[config.mk]
export PLATFORM = sky130hd
export DESIGN_NAME = psram_sched_flat
export DESIGN_NICKNAME = d
export VERILOG_FILES = /design/src/rtl/psram_sched_if.sv /design/src/rtl/psram_sched.sv /design/src/flat_wrapper.sv
export SDC_FILE = /design/constraint.sdc
export NUM_CORES = 1
export LEC_CHECK = 0
export ABC_AREA = 1
export CORE_AREA = 2 2 200 202
export CTS_BUF_LIST = sky130_fd_sc_hd__clkbuf_16
export DETAILED_ROUTE_END_ITERATION = 10
export DIE_AREA = 0 0 202 204
export GPL_TIMING_DRIVEN = 0
export HOLD_SLACK_MARGIN = 0.12
export SYNTH_ARGS = -nofsm -noshare
export SYNTH_HDL_FRONTEND = slang
export SYNTH_SLANG_ARGS = --single-unit
export TNS_END_PERCENT = 5
[constraint.sdc]
create_clock -name clk_i -period 3.5 [get_ports clk_i]
set_input_delay 0.35 -clock clk_i [delete_from_list [all_inputs] [get_ports clk_i]]
set_output_delay 0.35 -clock clk_i [all_outputs]
set_load 0.005 [all_outputs]
[src/rtl/psram_sched_if.sv]
// Requester-side bus of psram_sched: per-requester request slices plus shared completion/read data.
interface psram_sched_if #(
    parameter int unsigned NUM_REQ = 2
);
    logic [NUM_REQ-1:0]    valid;
    logic [NUM_REQ-1:0]    rdwr;
    logic [NUM_REQ*32-1:0] addr;
    logic [NUM_REQ*64-1:0] wr_data;
    logic [NUM_REQ*8-1:0]  wr_mask;
    logic [NUM_REQ-1:0]    done;
    logic [63:0]           rd_data;

    modport master (
        output valid, rdwr, addr, wr_data, wr_mask,
        input  done, rd_data
    );

    modport slave (
        input  valid, rdwr, addr, wr_data, wr_mask,
        output done, rd_data
    );
endinterface

[src/rtl/psram_sched.sv]
// Front-end for psram_core: runs PSRAM power-up/config sequence, then round-robin
// arbitrates requesters onto the single core transfer port, one transaction at a time.
module psram_sched #(
    parameter int unsigned NUM_REQ   = 2,
    parameter logic [15:0] PU_CYCLES = 16'd1500
) (
    input  logic         clk_i,
    input  logic         rst_i,
    input  logic [7:0]   mr0_i,
    input  logic [7:0]   mr4_i,
    output logic         init_done_o,
    psram_sched_if.slave req,
    output logic         core_xfer_valid_o,
    output logic         core_xfer_rdwr_o,
    input  logic         core_xfer_ready_i,
    output logic [31:0]  core_bus_addr_o,
    output logic [63:0]  core_bus_wr_data_o,
    output logic [7:0]   core_bus_wr_mask_o,
    input  logic [63:0]  core_bus_rd_data_i,
    output logic         core_cfg_cflg_o,
    output logic [7:0]   core_cfg_ccmd_o,
    output logic [31:0]  core_cfg_addr_o,
    output logic [7:0]   core_cfg_data_o
);
    localparam int unsigned IW = (NUM_REQ > 1) ? $clog2(NUM_REQ) : 1;

    typedef enum logic [2:0] {PWUP, ARB, ISSUE, BUSY, DONE} state_e;

    state_e         state_q, state_d;
    logic [15:0]    cnt_q, cnt_d;
    logic [1:0]     step_q, step_d;
    logic           init_done_q, init_done_d;
    logic [IW-1:0]  last_q, last_d;
    logic           valid_q, valid_d;
    logic           rdwr_q, rdwr_d;
    logic [31:0]    addr_q, addr_d;
    logic [63:0]    wdata_q, wdata_d;
    logic [7:0]     mask_q, mask_d;
    logic           cflg_q, cflg_d;
    logic [7:0]     ccmd_q, ccmd_d;
    logic [31:0]    caddr_q, caddr_d;
    logic [7:0]     cdata_q, cdata_d;
    logic [NUM_REQ-1:0] done_q, done_d;
    logic [63:0]    rd_data_q, rd_data_d;

    logic           any_valid;
    logic [IW-1:0]  gnt_idx;
    int unsigned    cand;

    // Round-robin search starting just after the last granted requester.
    always_comb begin
        any_valid = 1'b0;
        gnt_idx   = '0;
        cand      = 0;
        for (int unsigned i = 1; i <= NUM_REQ; i++) begin
            cand = 32'(last_q) + i;
            if (cand >= NUM_REQ) cand = cand - NUM_REQ;
            if (!any_valid && req.valid[IW'(cand)]) begin
                any_valid = 1'b1;
                gnt_idx   = IW'(cand);
            end
        end
    end

    always_ff @(posedge clk_i) begin
        if (rst_i) begin
            state_q     <= PWUP;
            cnt_q       <= PU_CYCLES - 16'd1;
            step_q      <= '0;
            init_done_q <= 1'b0;
            last_q      <= '0;
            valid_q     <= 1'b0;
            rdwr_q      <= 1'b0;
            addr_q      <= '0;
            wdata_q     <= '0;
            mask_q      <= '0;
            cflg_q      <= 1'b0;
            ccmd_q      <= '0;
            caddr_q     <= '0;
            cdata_q     <= '0;
            done_q      <= '0;
            rd_data_q   <= '0;
        end else begin
            state_q     <= state_d;
            cnt_q       <= cnt_d;
            step_q      <= step_d;
            init_done_q <= init_done_d;
            last_q      <= last_d;
            valid_q     <= valid_d;
            rdwr_q      <= rdwr_d;
            addr_q      <= addr_d;
            wdata_q     <= wdata_d;
            mask_q      <= mask_d;
            cflg_q      <= cflg_d;
            ccmd_q      <= ccmd_d;
            caddr_q     <= caddr_d;
            cdata_q     <= cdata_d;
            done_q      <= done_d;
            rd_data_q   <= rd_data_d;
        end
    end

    always_comb begin
        state_d = state_q;
        case (state_q)
            PWUP:    if (cnt_q == '0) state_d = ARB;
            ARB:     if (!init_done_q || any_valid) state_d = ISSUE;
            ISSUE:   if (!core_xfer_ready_i) state_d = BUSY;
            BUSY:    if (core_xfer_ready_i) state_d = DONE;
            DONE:    state_d = ARB;
            default: state_d = PWUP;
        endcase
    end

    always_comb begin
        cnt_d       = cnt_q;
        step_d      = step_q;
        init_done_d = init_done_q;
        last_d      = last_q;
        valid_d     = 1'b0;
        rdwr_d      = rdwr_q;
        addr_d      = addr_q;
        wdata_d     = wdata_q;
        mask_d      = mask_q;
        cflg_d      = cflg_q;
        ccmd_d      = ccmd_q;
        caddr_d     = caddr_q;
        cdata_d     = cdata_q;
        done_d      = '0;
        rd_data_d   = rd_data_q;
        case (state_q)
            PWUP: if (cnt_q != '0) cnt_d = cnt_q - 16'd1;
            ARB: begin
                if (!init_done_q) begin
                    valid_d = 1'b1;
                    cflg_d  = 1'b1;
                    rdwr_d  = 1'b0;
                    case (step_q)
                        2'd0:    begin ccmd_d = 8'hFF; caddr_d = 32'h0; cdata_d = 8'h00;  end
                        2'd1:    begin ccmd_d = 8'hC0; caddr_d = 32'h0; cdata_d = mr0_i;  end
                        default: begin ccmd_d = 8'hC0; caddr_d = 32'h4; cdata_d = mr4_i;  end
                    endcase
                end else if (any_valid) begin
                    valid_d = 1'b1;
                    cflg_d  = 1'b0;
                    last_d  = gnt_idx;
                    rdwr_d  = req.rdwr[gnt_idx];
                    addr_d  = req.addr[gnt_idx*32 +: 32];
                    wdata_d = req.wr_data[gnt_idx*64 +: 64];
                    mask_d  = req.wr_mask[gnt_idx*8 +: 8];
                end
            end
            ISSUE: valid_d = core_xfer_ready_i;
            // Completion is registered on the BUSY->DONE edge so it is visible during DONE.
            BUSY: begin
                if (core_xfer_ready_i && !cflg_q) begin
                    done_d[last_q] = 1'b1;
                    if (rdwr_q) rd_data_d = core_bus_rd_data_i;
                end
            end
            DONE: begin
                if (cflg_q) begin
                    step_d = step_q + 2'd1;
                    if (step_q == 2'd2) init_done_d = 1'b1;
                end
            end
            default: ;
        endcase
    end

    // Masking with ready removes valid in the very cycle the core reports busy.
    assign core_xfer_valid_o  = valid_q & core_xfer_ready_i;
    assign core_xfer_rdwr_o   = rdwr_q;
    assign core_bus_addr_o    = addr_q;
    assign core_bus_wr_data_o = wdata_q;
    assign core_bus_wr_mask_o = mask_q;
    assign core_cfg_cflg_o    = cflg_q;
    assign core_cfg_ccmd_o    = ccmd_q;
    assign core_cfg_addr_o    = caddr_q;
    assign core_cfg_data_o    = cdata_q;
    assign init_done_o        = init_done_q;
    assign req.done           = done_q;
    assign req.rd_data        = rd_data_q;
endmodule

[src/flat_wrapper.sv]
// flat-port wrapper written by rule: the top's interface ports become plain ports
module psram_sched_flat 
#(
    parameter int unsigned NUM_REQ   = 2,
    parameter logic [15:0] PU_CYCLES = 16'd1500
)
  (clk_i, rst_i, mr0_i, mr4_i, init_done_o, core_xfer_valid_o, core_xfer_rdwr_o, core_xfer_ready_i, core_bus_addr_o, core_bus_wr_data_o, core_bus_wr_mask_o, core_bus_rd_data_i, core_cfg_cflg_o, core_cfg_ccmd_o, core_cfg_addr_o, core_cfg_data_o, req_valid, req_rdwr, req_addr, req_wr_data, req_wr_mask, req_done, req_rd_data);
  psram_sched_if #(.NUM_REQ(NUM_REQ)) req_i ();
  input  logic clk_i;
  input  logic rst_i;
  input  logic [7:0] mr0_i;
  input  logic [7:0] mr4_i;
  output logic init_done_o;
  output logic core_xfer_valid_o;
  output logic core_xfer_rdwr_o;
  input  logic core_xfer_ready_i;
  output logic [31:0] core_bus_addr_o;
  output logic [63:0] core_bus_wr_data_o;
  output logic [7:0] core_bus_wr_mask_o;
  input  logic [63:0] core_bus_rd_data_i;
  output logic core_cfg_cflg_o;
  output logic [7:0] core_cfg_ccmd_o;
  output logic [31:0] core_cfg_addr_o;
  output logic [7:0] core_cfg_data_o;
  input wire logic [$bits(req_i.valid)-1:0] req_valid;
  input wire logic [$bits(req_i.rdwr)-1:0] req_rdwr;
  input wire logic [$bits(req_i.addr)-1:0] req_addr;
  input wire logic [$bits(req_i.wr_data)-1:0] req_wr_data;
  input wire logic [$bits(req_i.wr_mask)-1:0] req_wr_mask;
  output wire logic [$bits(req_i.done)-1:0] req_done;
  output wire logic [$bits(req_i.rd_data)-1:0] req_rd_data;
  assign req_i.valid = req_valid;
  assign req_i.rdwr = req_rdwr;
  assign req_i.addr = req_addr;
  assign req_i.wr_data = req_wr_data;
  assign req_i.wr_mask = req_wr_mask;
  assign req_done = req_i.done;
  assign req_rd_data = req_i.rd_data;
  psram_sched #(.NUM_REQ(NUM_REQ), .PU_CYCLES(PU_CYCLES)) u_core (.clk_i(clk_i), .rst_i(rst_i), .mr0_i(mr0_i), .mr4_i(mr4_i), .init_done_o(init_done_o), .req(req_i), .core_xfer_valid_o(core_xfer_valid_o), .core_xfer_rdwr_o(core_xfer_rdwr_o), .core_xfer_ready_i(core_xfer_ready_i), .core_bus_addr_o(core_bus_addr_o), .core_bus_wr_data_o(core_bus_wr_data_o), .core_bus_wr_mask_o(core_bus_wr_mask_o), .core_bus_rd_data_i(core_bus_rd_data_i), .core_cfg_cflg_o(core_cfg_cflg_o), .core_cfg_ccmd_o(core_cfg_ccmd_o), .core_cfg_addr_o(core_cfg_addr_o), .core_cfg_data_o(core_cfg_data_o));
endmodule
==> metrics.txt <==
initial antenna violation count 4; met3 WL 2826 um; hold worst-path end u_core.core_bus_addr_o[15]; Initial Utilization 22.39%; Remaining DRCs 0; RSZ-0062 raised after global routing no; Crit. End Element register; Seq/Total Area, Yosys 47.23%; Worst Path Required 3950 ps; Port Buffers 485; worst-path maximum fanout 10; Mapped Area 8775 um2; DP Worst Slack 610.9 ps; flop and latch count out of synthesis 207; H-tree depth 1; hold_buf cts 0; slew margin rel. 42.09%; worst skew pair latency 530 ps; Max IR drop VDD 0.2794 mV; global-route wire length before repair 56750 um; Root Driver clkbuf_16; R2R Path End u_core.core_bus_wr_data_o[61]; die area 41210 um2; Nets 2029; Final Hold Fails 0; Worst EP arrival 2660 ps; Final period util 63.09%; met2 WL 18680 um; Die Y 204 um; crit-path most repeated cell clkbuf_1; Die X 202 um; GRT Util Overall 17.52%; worst hold start req_addr[47]; DR pass1 iterations 7; FMAX 452.9 MHz; longest individual stage delay on the worst path 670 ps; gr ovfl total 0; path depth of the worst reg2reg path 7; area leader, netlist dfxtp_1; FP Rows 73; wl on met1 15370 um; remaining antenna violation count after routing 0; min Tclk post-route 2208 ps; synth top area cells dfxtp_1, a21oi_1, o21ai_0; drt initial violations 492; worst slew pin tran 868.7 ps; commonest non-fill, non-tap cell in the layout clkdlybuf4s50_1; Yosys top cell area share 47.23%; worst setup margin 1292 ps; Ys Warns 0; Setup TNS 0 ps; share of layout cells above drive strength 1 5.444%; Post-CTS Resized 0; routed vias/inst 4.436; status finished clean; Highest Signal Layer met5; Slowest cell on crit path clkbuf_1; worst-path cell chain clkdlybuf4s50_1, inv_1, clkbuf_1, clkbuf_1, o21ai_0, a21oi_1; # setup viols final 0; synthesized area per cell 7.386 um2; CTS Sinks 207; post-synthesis cell count 1188; via count 10083; max-slew violations 0; most frequent cells in the layout clkdlybuf4s50_1, a21oi_1, dfxtp_1; Startpoint Class input pin; CTS tree yes; Worst Skew 15.51 ps; clk buf depth 3; hold slack 376.6 ps; Core Area 39180 um2; Hold/Removal Path Class in2reg; RePlAce Congestion 0.8625; Post-CTS Setup Bufs 0; fill cell count 4041; Top-Level Pins 517; max-cap violations 0; hold path cells 3; Unique masters post-synth 28; clock edge transition at the registers on the reported setup and hold paths 60 ps; CTS buffer count 25; power per cell area 404.9 nW/um2; Layout area overhead 73.34%; WL final 38280 um; critical path type in2reg; HPWL Detailed 29880 um; Leak 5.861 nW; Reg2Reg Launch Point u_core.state_q[2]; worst reg-to-reg setup slack 1420 ps; largest net degree at the start of global routing 13; post-DR wirelength/cell 16.84 um; vias in the first global route 10008
flip-flops by register name, indices dropped and copies added (netlist names):
name / count
u_core.core_bus_wr_data_o: 64
u_core.req.rd_data: 64
u_core.core_bus_addr_o: 32
u_core.cnt_q: 16
u_core.core_bus_wr_mask_o: 8
u_core.core_cfg_data_o: 8
u_core.state_q: 3
u_core.core_cfg_ccmd_o: 2
u_core.req.done: 2
u_core.step_q: 2
u_core.core_cfg_addr_o: 1
u_core.core_cfg_cflg_o: 1
u_core.core_xfer_rdwr_o: 1
u_core.init_done_o: 1
u_core.last_q: 1
u_core.valid_q: 1
worst max-delay path: cells and delay by family:
| kind | cells | cell delay, ps |
|---|---|---|
| compound gates | 2 | 480 |
| buf+inv | 4 | 1820 |
report_power, final:
| group | total (mW) | switching, mW | internal (mW) |
|---|---|---|---|
| clock | 2.61 | 1.03 | 1.58 |
| sequential | 2.52 | 0.0728 | 2.44 |
| combinational | 1.03 | 0.443 | 0.591 |
cells in the mapped netlist:
cell type and instances:
o21ai_0 179, ha_1 4, nor4_1 1, inv_2 3, nor3_4 1, a211oi_1 9, nor2_1 62, xor2_1 3
or2_2 1, o21ai_1 8, buf_1 7, dfxtp_1 207, nand3_1 19, clkinv_1 1, nand4_1 4, a21oi_1 287
xnor2_1 1, conb_1 1, nand2_1 172, buf_6 5, buf_2 5, inv_1 99, nand3_2 1, buf_4 42
nand3b_1 1, nand2_2 1, clkbuf_1 63, nor3_1 1
layout make-up:
cell class / instances / area (um2) / share of cell area (%)
timing repair buffer: 485 / 4855 / 31.92
sequential: 207 / 4144 / 27.25
multi-input combinational: 786 / 3697 / 24.31
buffer: 122 / 659.4 / 4.335
tap: 525 / 656.9 / 4.319
clock buffer: 25 / 625.6 / 4.113
inverter: 103 / 386.6 / 2.542
clock inverter: 17 / 177.7 / 1.168
antenna: 3 / 7.507 / 0.04936
stage by stage:
step	instances	area [um2]	total power [mW]	utilization [%]
2_1_floorplan	1218	8887	2.966	-
3_3_place_gp	2228	14400	3.596	36.75
3_5_place_dp	2228	14400	3.601	36.75
4_1_cts	2270	15200	6.230	38.80
5_1_grt	2273	15210	6.430	38.82
6_report	2273	15210	6.158	38.82
metal layers:
| metal | GRT usage (%) | vias to the layer above |
|---|---|---|
| met5 | 0 | - |
| li1 | - | 4978 |
| met1 | 20.32 | 4669 |
| met3 | 4.735 | 72 |
| met4 | 7.458 | 2 |
| met2 | 30.38 | 362 |
worst max-delay path by stage:
stage	start	end	cells after the start
after floorplan	u_core.cnt_q[0]	u_core.cnt_q[5]	10
after global placement	rst_i	u_core.req.rd_data[49]	6
after detailed placement	rst_i	u_core.req.rd_data[50]	6
after CTS	rst_i	u_core.req.rd_data[50]	6
after global routing	rst_i	u_core.req.rd_data[46]	6
final	rst_i	u_core.req.rd_data[3]	6
cells by family (layout without fill, tap and decap cells):
group,after synthesis,after routing,share of synthesized area [%]
fa+ha+maj,4,4,0.5704
flops,207,207,47.23
xor+xnor,4,4,0.3993
other cells,1,34,0.04274
compound gates,483,483,27.81
buf+inv,225,752,11.92
simple gates,264,264,12.03
Note: power is estimated with default switching activity, not from simulation.
